[src/rtl/bt_cmd_ctrl.sv]
// -----------------------------------------------------------------------------
// bt_cmd_ctrl
//   Bluetooth command controller. A command byte from the UART receiver must
//   stay the same for HOLD_CNT consecutive cycles before it is accepted. The
//   accepted command is applied once. The controller then locks out for
//   GAP_CNT cycles and keeps the user state (volume, mp3 mode, sun mode, focus).
//
//   Optional feature macro: BT_AUTOREPEAT_EN
//     defined   - holding up/down repeats the action every GAP_CNT+1 cycles
//     undefined - every command needs a release between actions
//
// Ports
//   clk          in   1      system clock
//   rst          in   1      synchronous reset, active-high
//   blue_data    in   8      command byte from UART, level-held
//   vol_dis      in   1      1 = up/down actions blocked
//   mp3mode_dis  in   1      1 = mp3 toggle blocked
//   volum        out  VOL_W  current volume
//   mp3_mode     out  1      current mp3 mode
//   sun_mode     out  SUN_W  0 = sun, 1 = night, 2 = manual, ...
//   focus        out  1      focus toggle state
//   evt_valid    out  1      one-cycle pulse per applied command
//   evt_code     out  3      1 up, 2 down, 3 sun, 4 mp3, 5 focus
// -----------------------------------------------------------------------------
module bt_cmd_ctrl #(
    parameter int unsigned VOL_W     = 2,
    parameter int unsigned VOL_INIT  = 0,
    parameter int unsigned SUN_W     = 2,
    parameter int unsigned SUN_MODES = 3,
    parameter int unsigned HOLD_CNT  = 10,
    parameter int unsigned GAP_CNT   = 300000
) (
    input  logic             clk,
    input  logic             rst,
    input  logic [7:0]       blue_data,
    input  logic             vol_dis,
    input  logic             mp3mode_dis,
    output logic [VOL_W-1:0] volum,
    output logic             mp3_mode,
    output logic [SUN_W-1:0] sun_mode,
    output logic             focus,
    output logic             evt_valid,
    output logic [2:0]       evt_code
);

    typedef enum logic [1:0] {S_IDLE, S_QUAL, S_FIRE, S_LOCK} state_t;
    typedef enum logic [2:0] {
        C_NONE  = 3'd0,
        C_UP    = 3'd1,
        C_DOWN  = 3'd2,
        C_SUN   = 3'd3,
        C_MP3   = 3'd4,
        C_FOCUS = 3'd5
    } code_t;

    localparam logic [31:0]      HOLD_W   = 32'(HOLD_CNT);
    localparam logic [31:0]      GAP_W    = 32'(GAP_CNT);
    localparam logic [VOL_W-1:0] VOL_MAX  = {VOL_W{1'b1}};
    localparam logic [VOL_W-1:0] VOL_RST  = VOL_W'(VOL_INIT);
    localparam logic [SUN_W-1:0] SUN_LAST = SUN_W'(SUN_MODES - 1);

    state_t           state_q, state_d;
    code_t            cur_q, cur_d;
    logic [31:0]      hold_q, hold_d;
    logic [31:0]      gap_q, gap_d;
    logic [VOL_W-1:0] vol_q, vol_d;
    logic             mp3_q, mp3_d;
    logic [SUN_W-1:0] sun_q, sun_d;
    logic             focus_q, focus_d;
    logic             evt_valid_q, evt_valid_d;
    logic [2:0]       evt_code_q, evt_code_d;

    code_t code;
    logic  start_qual;
`ifdef BT_AUTOREPEAT_EN
    logic  repeat_ok;
`endif

    always_comb begin
        code = C_NONE;
        case (blue_data)
            8'h01:   code = C_UP;
            8'h02:   code = C_DOWN;
            8'h04:   code = C_SUN;
            8'h08:   code = C_MP3;
            8'h40:   code = C_FOCUS;
            default: code = C_NONE;
        endcase
    end

    always_comb begin
        state_d     = state_q;
        cur_d       = cur_q;
        hold_d      = hold_q;
        gap_d       = gap_q;
        vol_d       = vol_q;
        mp3_d       = mp3_q;
        sun_d       = sun_q;
        focus_d     = focus_q;
        evt_valid_d = 1'b0;
        evt_code_d  = evt_code_q;
        start_qual  = 1'b0;
`ifdef BT_AUTOREPEAT_EN
        repeat_ok   = (code == cur_q) && ((cur_q == C_UP) || (cur_q == C_DOWN));
`endif

        case (state_q)
            S_IDLE: begin
                if (code != C_NONE) start_qual = 1'b1;
            end

            S_QUAL: begin
                if (code == cur_q) begin
                    // The sample that completes the hold goes straight to FIRE,
                    // so the action lands HOLD_CNT edges after the first sample.
                    if (hold_q >= HOLD_W - 32'd1) begin
                        state_d = S_FIRE;
                        hold_d  = HOLD_W;
                    end else begin
                        hold_d  = hold_q + 32'd1;
                    end
                end else if (code != C_NONE) begin
                    start_qual = 1'b1;
                end else begin
                    state_d = S_IDLE;
                    hold_d  = '0;
                end
            end

            S_FIRE: begin
                case (cur_q)
                    C_UP:    if (!vol_dis && (vol_q != VOL_MAX)) vol_d = vol_q + 1'b1;
                    C_DOWN:  if (!vol_dis && (vol_q != '0))      vol_d = vol_q - 1'b1;
                    C_SUN:   sun_d = (sun_q == SUN_LAST) ? '0 : sun_q + 1'b1;
                    C_MP3:   if (!mp3mode_dis) mp3_d = ~mp3_q;
                    C_FOCUS: focus_d = ~focus_q;
                    default: ;
                endcase
                evt_valid_d = 1'b1;
                evt_code_d  = cur_q;
                gap_d       = GAP_W;
                hold_d      = '0;
                state_d     = S_LOCK;
            end

            S_LOCK: begin
                if (gap_q != '0) begin
                    gap_d = gap_q - 32'd1;
`ifdef BT_AUTOREPEAT_EN
                    // Re-entering FIRE on the last lock cycle keeps the repeat
                    // period at GAP_CNT+1 (GAP_CNT lock cycles plus one FIRE).
                    if ((gap_q == 32'd1) && repeat_ok) state_d = S_FIRE;
`endif
                end else if (code == cur_q) begin
`ifdef BT_AUTOREPEAT_EN
                    if (repeat_ok) state_d = S_FIRE;
`endif
                end else if (code == C_NONE) begin
                    state_d = S_IDLE;
                end else begin
                    start_qual = 1'b1;
                end
            end

            default: state_d = S_IDLE;
        endcase

        if (start_qual) begin
            cur_d = code;
            if (HOLD_W <= 32'd1) begin
                state_d = S_FIRE;
                hold_d  = HOLD_W;
            end else begin
                state_d = S_QUAL;
                hold_d  = 32'd1;
            end
        end
    end

    always_ff @(posedge clk) begin
        if (rst) begin
            state_q     <= S_IDLE;
            cur_q       <= C_NONE;
            hold_q      <= '0;
            gap_q       <= '0;
            vol_q       <= VOL_RST;
            mp3_q       <= 1'b1;
            sun_q       <= '0;
            focus_q     <= 1'b0;
            evt_valid_q <= 1'b0;
            evt_code_q  <= '0;
        end else begin
            state_q     <= state_d;
            cur_q       <= cur_d;
            hold_q      <= hold_d;
            gap_q       <= gap_d;
            vol_q       <= vol_d;
            mp3_q       <= mp3_d;
            sun_q       <= sun_d;
            focus_q     <= focus_d;
            evt_valid_q <= evt_valid_d;
            evt_code_q  <= evt_code_d;
        end
    end

    assign volum     = vol_q;
    assign mp3_mode  = mp3_q;
    assign sun_mode  = sun_q;
    assign focus     = focus_q;
    assign evt_valid = evt_valid_q;
    assign evt_code  = evt_code_q;

endmodule

[config.mk]
export PLATFORM = sky130hd
export DESIGN_NAME = bt_cmd_ctrl
export DESIGN_NICKNAME = d
export VERILOG_FILES = /design/src/rtl/bt_cmd_ctrl.sv
export SDC_FILE = /design/constraint.sdc
export NUM_CORES = 1
export LEC_CHECK = 0
export BUFFER_PORTS_ARGS = -buffer_cell sky130_fd_sc_hd__buf_2
export CAP_MARGIN = 20
export CORE_MARGIN = 3
export CORE_UTILIZATION = 60
export CTS_BUF_LIST = sky130_fd_sc_hd__clkbuf_2 sky130_fd_sc_hd__clkbuf_4 sky130_fd_sc_hd__clkbuf_8
export DETAILED_ROUTE_END_ITERATION = 8
export GPL_TIMING_DRIVEN = 0
export PLACE_DENSITY = 0.79
export SKIP_CTS_REPAIR_TIMING = 1
export SLEW_MARGIN = 20
export SYNTH_ARGS = -nofsm -noshare
export SYNTH_HDL_FRONTEND = slang
export SYNTH_SLANG_ARGS = --single-unit
[constraint.sdc]
create_clock -name clk -period 5.7 [get_ports clk]
set_clock_uncertainty 0.2 [all_clocks]
set_input_delay 0.57 -clock clk [delete_from_list [all_inputs] [get_ports clk]]
set_output_delay 0.57 -clock clk [all_outputs]
set_load 0.005 [all_outputs]
# After elaboration in Yosys (flattened, before gate mapping)
# Cells that the tools add are included.
[word_totals] ram_bits=0 output_inout_bits=10 mem_count=0 ff_bits=79 mem_bits_ro=0 latchBits=0
[op_classes] shifts=0 mux=27 div_mod_pow=0 magnitude_cmp=1 eq_ne=29 n_reduce_logical=24 add_sub_neg=5 bitwise=3 n_mul=0
[ops] cell="$mux W32" n=4
[ops] cell="$pmux W32 S2" n=2
[ops] cell="$add A32 B1 Y32 const B" n=1
[ops] cell="$ge A32 B4 Y1 const B" n=1
[ops] cell="$reduce_bool A32 Y1" n=1
[ops] cell="$sub A32 B1 Y32 const B" n=1
[ops] cell="$mux W2" n=9
[ops] cell="$ne A3 B3 Y1 const B" n=5
[ops] cell="$pmux W3 S5" n=1
[ops] cell="$ne A2 B2 Y1 const B" n=7
[ops] cell="$reduce_and A6 Y1" n=2
[ops] cell="$reduce_and A2 Y1" n=5
[ops] cell="$reduce_bool A3 Y1" n=3
[ops] cell="$eq A8 B1 Y1 const B" n=1
[ops] cell="$eq A8 B2 Y1 const B" n=1
[ops] cell="$eq A8 B3 Y1 const B" n=1
[ops] cell="$eq A8 B4 Y1 const B" n=1
[ops] cell="$eq A8 B7 Y1 const B" n=1
[ops] cell="$mux W1" n=8
[ops] cell="$ne A4 B4 Y1 const B" n=2
[ops] cell="$reduce_bool A2 Y1" n=4
[ops] cell="$eq A2 B2 Y1 const B" n=3
[ops] cell="$eq A3 B2 Y1 const B" n=2
[ops] cell="$eq A3 B3 Y1 const B" n=2
[ops] cell="other kinds (17)" n=21

# Logic depth before layout (Yosys ltp)
[logic_depth] word_depth=9 ltp_mapped=9 mapped_depth_nobuf=8

# Worst setup path after synthesis
# OpenSTA, ideal clock, no wires.
[synth_timing] path_kind="input-to-reg" from="input blue_data[3]" to="register hold_q[11]" slack_ps=2791 stages=7 n_path_buf=1 setup_time_ps=59 required_ps=5441 t_arrival_ps=2651 path_cell_list="or4_4 -> o31ai_2 -> nand4_2 -> or4b_4 -> a221oi_4 -> buf_6 -> and2_1"
[synth_between] elab_chain_len=8
[synth_lines] item="start, declared" line="35" rtl="input logic [7:0] blue_data,"
[synth_lines] item="$eq A8 B7 Y1, or another cell as far along" line="81" rtl="case (blue_data)"
[synth_lines] item="$pmux W3 S5 (*)" line="81"
[synth_lines] item="$logic_not A3 Y1" line="158" rtl="end else if (code == C_NONE) begin"
[synth_lines] item="$mux W1" line="158"
[synth_lines] item="$mux W1" line="154" rtl="end else if (code == cur_q) begin"
[synth_lines] item="$mux W1" line="147" rtl="if (gap_q != '0) begin"
[synth_lines] item="$pmux W1 S3" line="107" rtl="case (state_q)"
[synth_lines] item="$reduce_or A2 Y1 (no line)"
[synth_lines] item="end signal, assigned" line="195" rtl="hold_q <= hold_d;"
[synth_lines] item="end, declared" line="64" rtl="logic [31:0] hold_q, hold_d;"
# Every way passes the cells marked *; elsewhere a longest branch is shown, timed or not.
# A chain may end at the register's enable or synchronous reset.

# Final worst setup path
[layout_timing] from="register gap_q[0]" to="register hold_q[5]"
[layout_between] elab_chain_len=4
[layout_lines] item="start, declared" line="65" rtl="logic [31:0] gap_q, gap_d;"
[layout_lines] item="start signal, assigned" line="196" rtl="gap_q <= gap_d;"
[layout_lines] item="$reduce_bool A32 Y1" line="147"
[layout_lines] item="$mux W1" line="147"
[layout_lines] item="$pmux W1 S3" line="107"
[layout_lines] item="$reduce_or A2 Y1 (no line)"
# No other way between the ends.

==> results.md <==
- Outcome: finished, final reports clean
- Part of the power in combinational logic: 4.4%
- Pleak: 1.60 nW
- Routed met3 length: 558 um
- First-pass GRT wire length: 14800 um
- Number of I/O port buffers: 20
- Post-DP HPWL: a little over 6000 um
- Switching power summed over all nets: around 240 uW
- Delay of the slowest cell on the worst path: ~0.52 ns
- Worst Max-Slew Pin Slew: ~0.99 ns
- Source-to-sink clock delay at the later pin of the worst-skew pair: 0.34 ns
- CP Class: reg2reg
- Final setup TNS: 0 ns
- Number of buffer and inverter instances along the worst setup path: 2
- Width of the die: approximately 85 um
- Prevailing post-synth register cell: sky130_fd_sc_hd__dfxtp_1
- Warnings from Yosys: 0
- Post-route DRC: 0
- Post-layout minimum cycle time: 3.32 ns
- Sequential fraction of design power: 54.5%
- Hold WC Path Type: reg2reg
- Type of destination of the critical path: register
- Hold Path Stages: 2
- Relative max-transition margin: 33.4%
- Core area: 5960 um^2
- Antenna-violating nets left: 0
- Synthesized area: 3730 um^2
- Share of the synthesized area in the top cell type: 42.4%
- Final standard cell count with taps included and fillers excluded: 532
- Design area: about 4000 um^2
- Placed inst area: 3920 um^2
- Number of instances in the synthesized netlist: 421
- Die outline area: 7200 um^2
- Number of levels in the clock H-tree: 3
- Final routed wire length divided by cell count: roughly 16 um
- CTS Buf Count: 9
- Critical Path AT: 3.36 ns
- Number of clock sinks: 79
- Worst R2R Setup Slack: approximately 2.4 ns
- Number of vias per cell: around 6.3
- Area growth syn-to-layout: 10.5%
- Clock tree from TritonCTS: built
- Count of final max-slew check failures: 0
- Number of rows created at floorplan: 28
- Final core utilization: 69.2%
- Initial DRT Pass Iterations: 5
- Clock tree root buffer cell: sky130_fd_sc_hd__clkbuf_8
- Detailed-route via count: around 3400
- Met2 wire length: 4000 um
- Fillers: 488
- Net Sw Frac: 23.4%
- Number of logic stages on the critical path including buffering: 9
- Post-synth net total: 437
- Critical Path, Cell by Cell: inv_1 > ha_1 > nor3b_2 > nor4bb_1 > nand4_1 > nand2_1 > a211oi_2 > clkbuf_1 > and2_1
- Power share of the clock group: between 40% and 50%
- Fmax: 0.301 GHz
- Length of routed wiring on met1: 3950 um
- Peak supply drop: 0.139 mV
- N_diodes: 0
- Total power of the final layout: 1.02 mW
- Critical Path Fanout Max: 10
- Critical path's slowest cell: sky130_fd_sc_hd__nor4bb_1
- Initial antenna violation count: 0
- Placed Cells: 516
- Most frequently used cell type in the post-synthesis netlist: sky130_fd_sc_hd__dfxtp_1
- Longest Clk Path Bufs: 2
- Number of DRC markers after the initial detailed-route iteration: 268
- Layout Nets: 468
- Final estimated routing congestion in global placement: 0.887
- Number of max-cap violations: 0
- Library cells used by synthesis: 63
- Number of synthesized flops with an enable pin: 0
- Final wirelength: 8680 um
- Ranking of synthesized cells by instance count: sky130_fd_sc_hd__dfxtp_1, sky130_fd_sc_hd__nor2_1, sky130_fd_sc_hd__and2_1
- Chip Height: 84.8 um
- Share of async-settable or async-resettable flops after synthesis: 0%
- Cell types with the largest area share after synthesis: sky130_fd_sc_hd__dfxtp_1, sky130_fd_sc_hd__and2_1, sky130_fd_sc_hd__nor2_1
- Post-synthesis average cell area: 8.86 um^2
- Required time at the endpoint of the critical path: 5.74 ns
- Total global-route track usage: 25.0%
- Crit share post-route: 58.3%
- Vias in the first global route: 3164
- Ratio of cells with drive above 1 in the final layout: about an eighth
- CP delay by family, top: simple AND/OR/NAND/NOR gates
- Starting density of the core: 62.6%
- Count of state elements after synthesis: 79
- Worst-path clk slew: 0.08 ns
- Share of synthesized area occupied by flip-flops and latches: 42.4%
- Cell area power density: 247 nW/um^2
- Count of final hold-check violations: 0
- Number of cells traversed by the worst register-to-register path: 9
- Largest area contributor in the netlist: sky130_fd_sc_hd__dfxtp_1
- Top-Level Pins: 22
- Total gr overflow: 0
- Critical path launch point type: register
- Highest metal layer with signal wires: met4
- Design internal power: 780 uW
- Pin count of the biggest net entering global routing: 14
- Total of endpoints with negative setup slack in the final report: 0
- RSZ-0062 raised after global routing: false
cell usage in the layout (no fill, tap or decap), types with 4 or more instances in the layout:
cell type | synthesis | layout
sky130_fd_sc_hd__a21oi_1 | 26 | 26
sky130_fd_sc_hd__a31oi_1 | 6 | 6
sky130_fd_sc_hd__and2_1 | 27 | 27
sky130_fd_sc_hd__buf_2 | 0 | 20
sky130_fd_sc_hd__clkbuf_1 | 15 | 15
sky130_fd_sc_hd__clkbuf_8 | 0 | 10
sky130_fd_sc_hd__dfxtp_1 | 79 | 79
sky130_fd_sc_hd__ha_1 | 4 | 4
sky130_fd_sc_hd__inv_1 | 10 | 10
sky130_fd_sc_hd__nand2_1 | 26 | 26
sky130_fd_sc_hd__nand2b_1 | 7 | 7
sky130_fd_sc_hd__nand3_1 | 11 | 11
sky130_fd_sc_hd__nand4_1 | 19 | 19
sky130_fd_sc_hd__nor2_1 | 40 | 40
sky130_fd_sc_hd__nor3_1 | 10 | 10
sky130_fd_sc_hd__nor4_1 | 19 | 19
sky130_fd_sc_hd__nor4_2 | 4 | 4
sky130_fd_sc_hd__o21ai_0 | 11 | 11
sky130_fd_sc_hd__or2_2 | 4 | 4
sky130_fd_sc_hd__or3_1 | 7 | 7
sky130_fd_sc_hd__or4_1 | 13 | 13
sky130_fd_sc_hd__xnor2_1 | 7 | 7
sky130_fd_sc_hd__xor2_1 | 17 | 17
path summary, 6_finish.rpt:
kind                                                from                  endpoint
worst max-delay path               gap_q[0]$_SDFFE_PP0P_    hold_q[5]$_SDFFE_PP0P_
worst min-delay path            evt_code[1]$_SDFFE_PP0P_  evt_code[1]$_SDFFE_PP0P_
worst max register to register     gap_q[0]$_SDFFE_PP0P_    hold_q[5]$_SDFFE_PP0P_
worst min register to register  evt_code[1]$_SDFFE_PP0P_  evt_code[1]$_SDFFE_PP0P_
sequential cells by signal, summed over array words and instances, names as in the netlist:
name / cells
gap_q: 32
cur_q: 3
volum: 2
evt_code: 3
hold_q: 32
mp3_mode: 1
evt_valid: 1
state_q: 2
sun_mode: 2
focus: 1
power by group through the flow:
stage	clock network, mW	logic, mW	registers, mW
final	0.419	0.0447	0.555
after global routing	0.445	0.0493	0.555
after CTS	0.422	0.0443	0.555
after detailed placement	0	0.0441	0.568
after global placement	0	0.0426	0.568
after floorplan	0	0.0278	0.567
final cells by class:
type / instances / area (um^2) / area share [%]
clock buffer: 10 / 138 / 3.34
sequential: 79 / 1580 / 38.4
inverter: 10 / 37.5 / 0.911
clock inverter: 6 / 60.1 / 1.46
multi-input combinational: 314 / 2030 / 49.3
buffer: 18 / 78.8 / 1.91
tap: 75 / 93.8 / 2.28
timing repair buffer: 20 / 100 / 2.43
kinds of logic after synthesis:
logic type	after synthesis	share of synthesized area, %
and+or+nand+nor	206	31.8
muxes	2	0.570
AOI/OAI and AO/OA	78	15.1
buffers and inverters	28	3.12
adders and majority gates	4	1.34
xor gates and xnor gates	24	5.64
DFF	79	42.4
metal layers:
metal / up-vias / track usage (%)
met5: - / 0
met4: 0 / 11.2
met3: 19 / 4.47
met2: 116 / 38.8
met1: 1602 / 34.2
li1: 1621 / -
through the flow:
stage | hold slack (ns) | setup WS, ns
floorplan | 0.231 | 2.79
global placement | 0.241 | 2.48
detailed placement | 0.249 | 2.42
CTS | 0.261 | 2.43
global route | 0.284 | 2.08
finish | 0.256 | 2.38
worst reg2reg max path, delay by kind of cell (launching register included):
family / cells / cell delay [ns]
buf+inv: 2 / 0.31
fa+ha+maj: 1 / 0.16
compound gates: 1 / 0.17
simple gates: 5 / 2.02
flops: 1 / 0.35
Note: power is estimated with default switching activity, not from simulation.
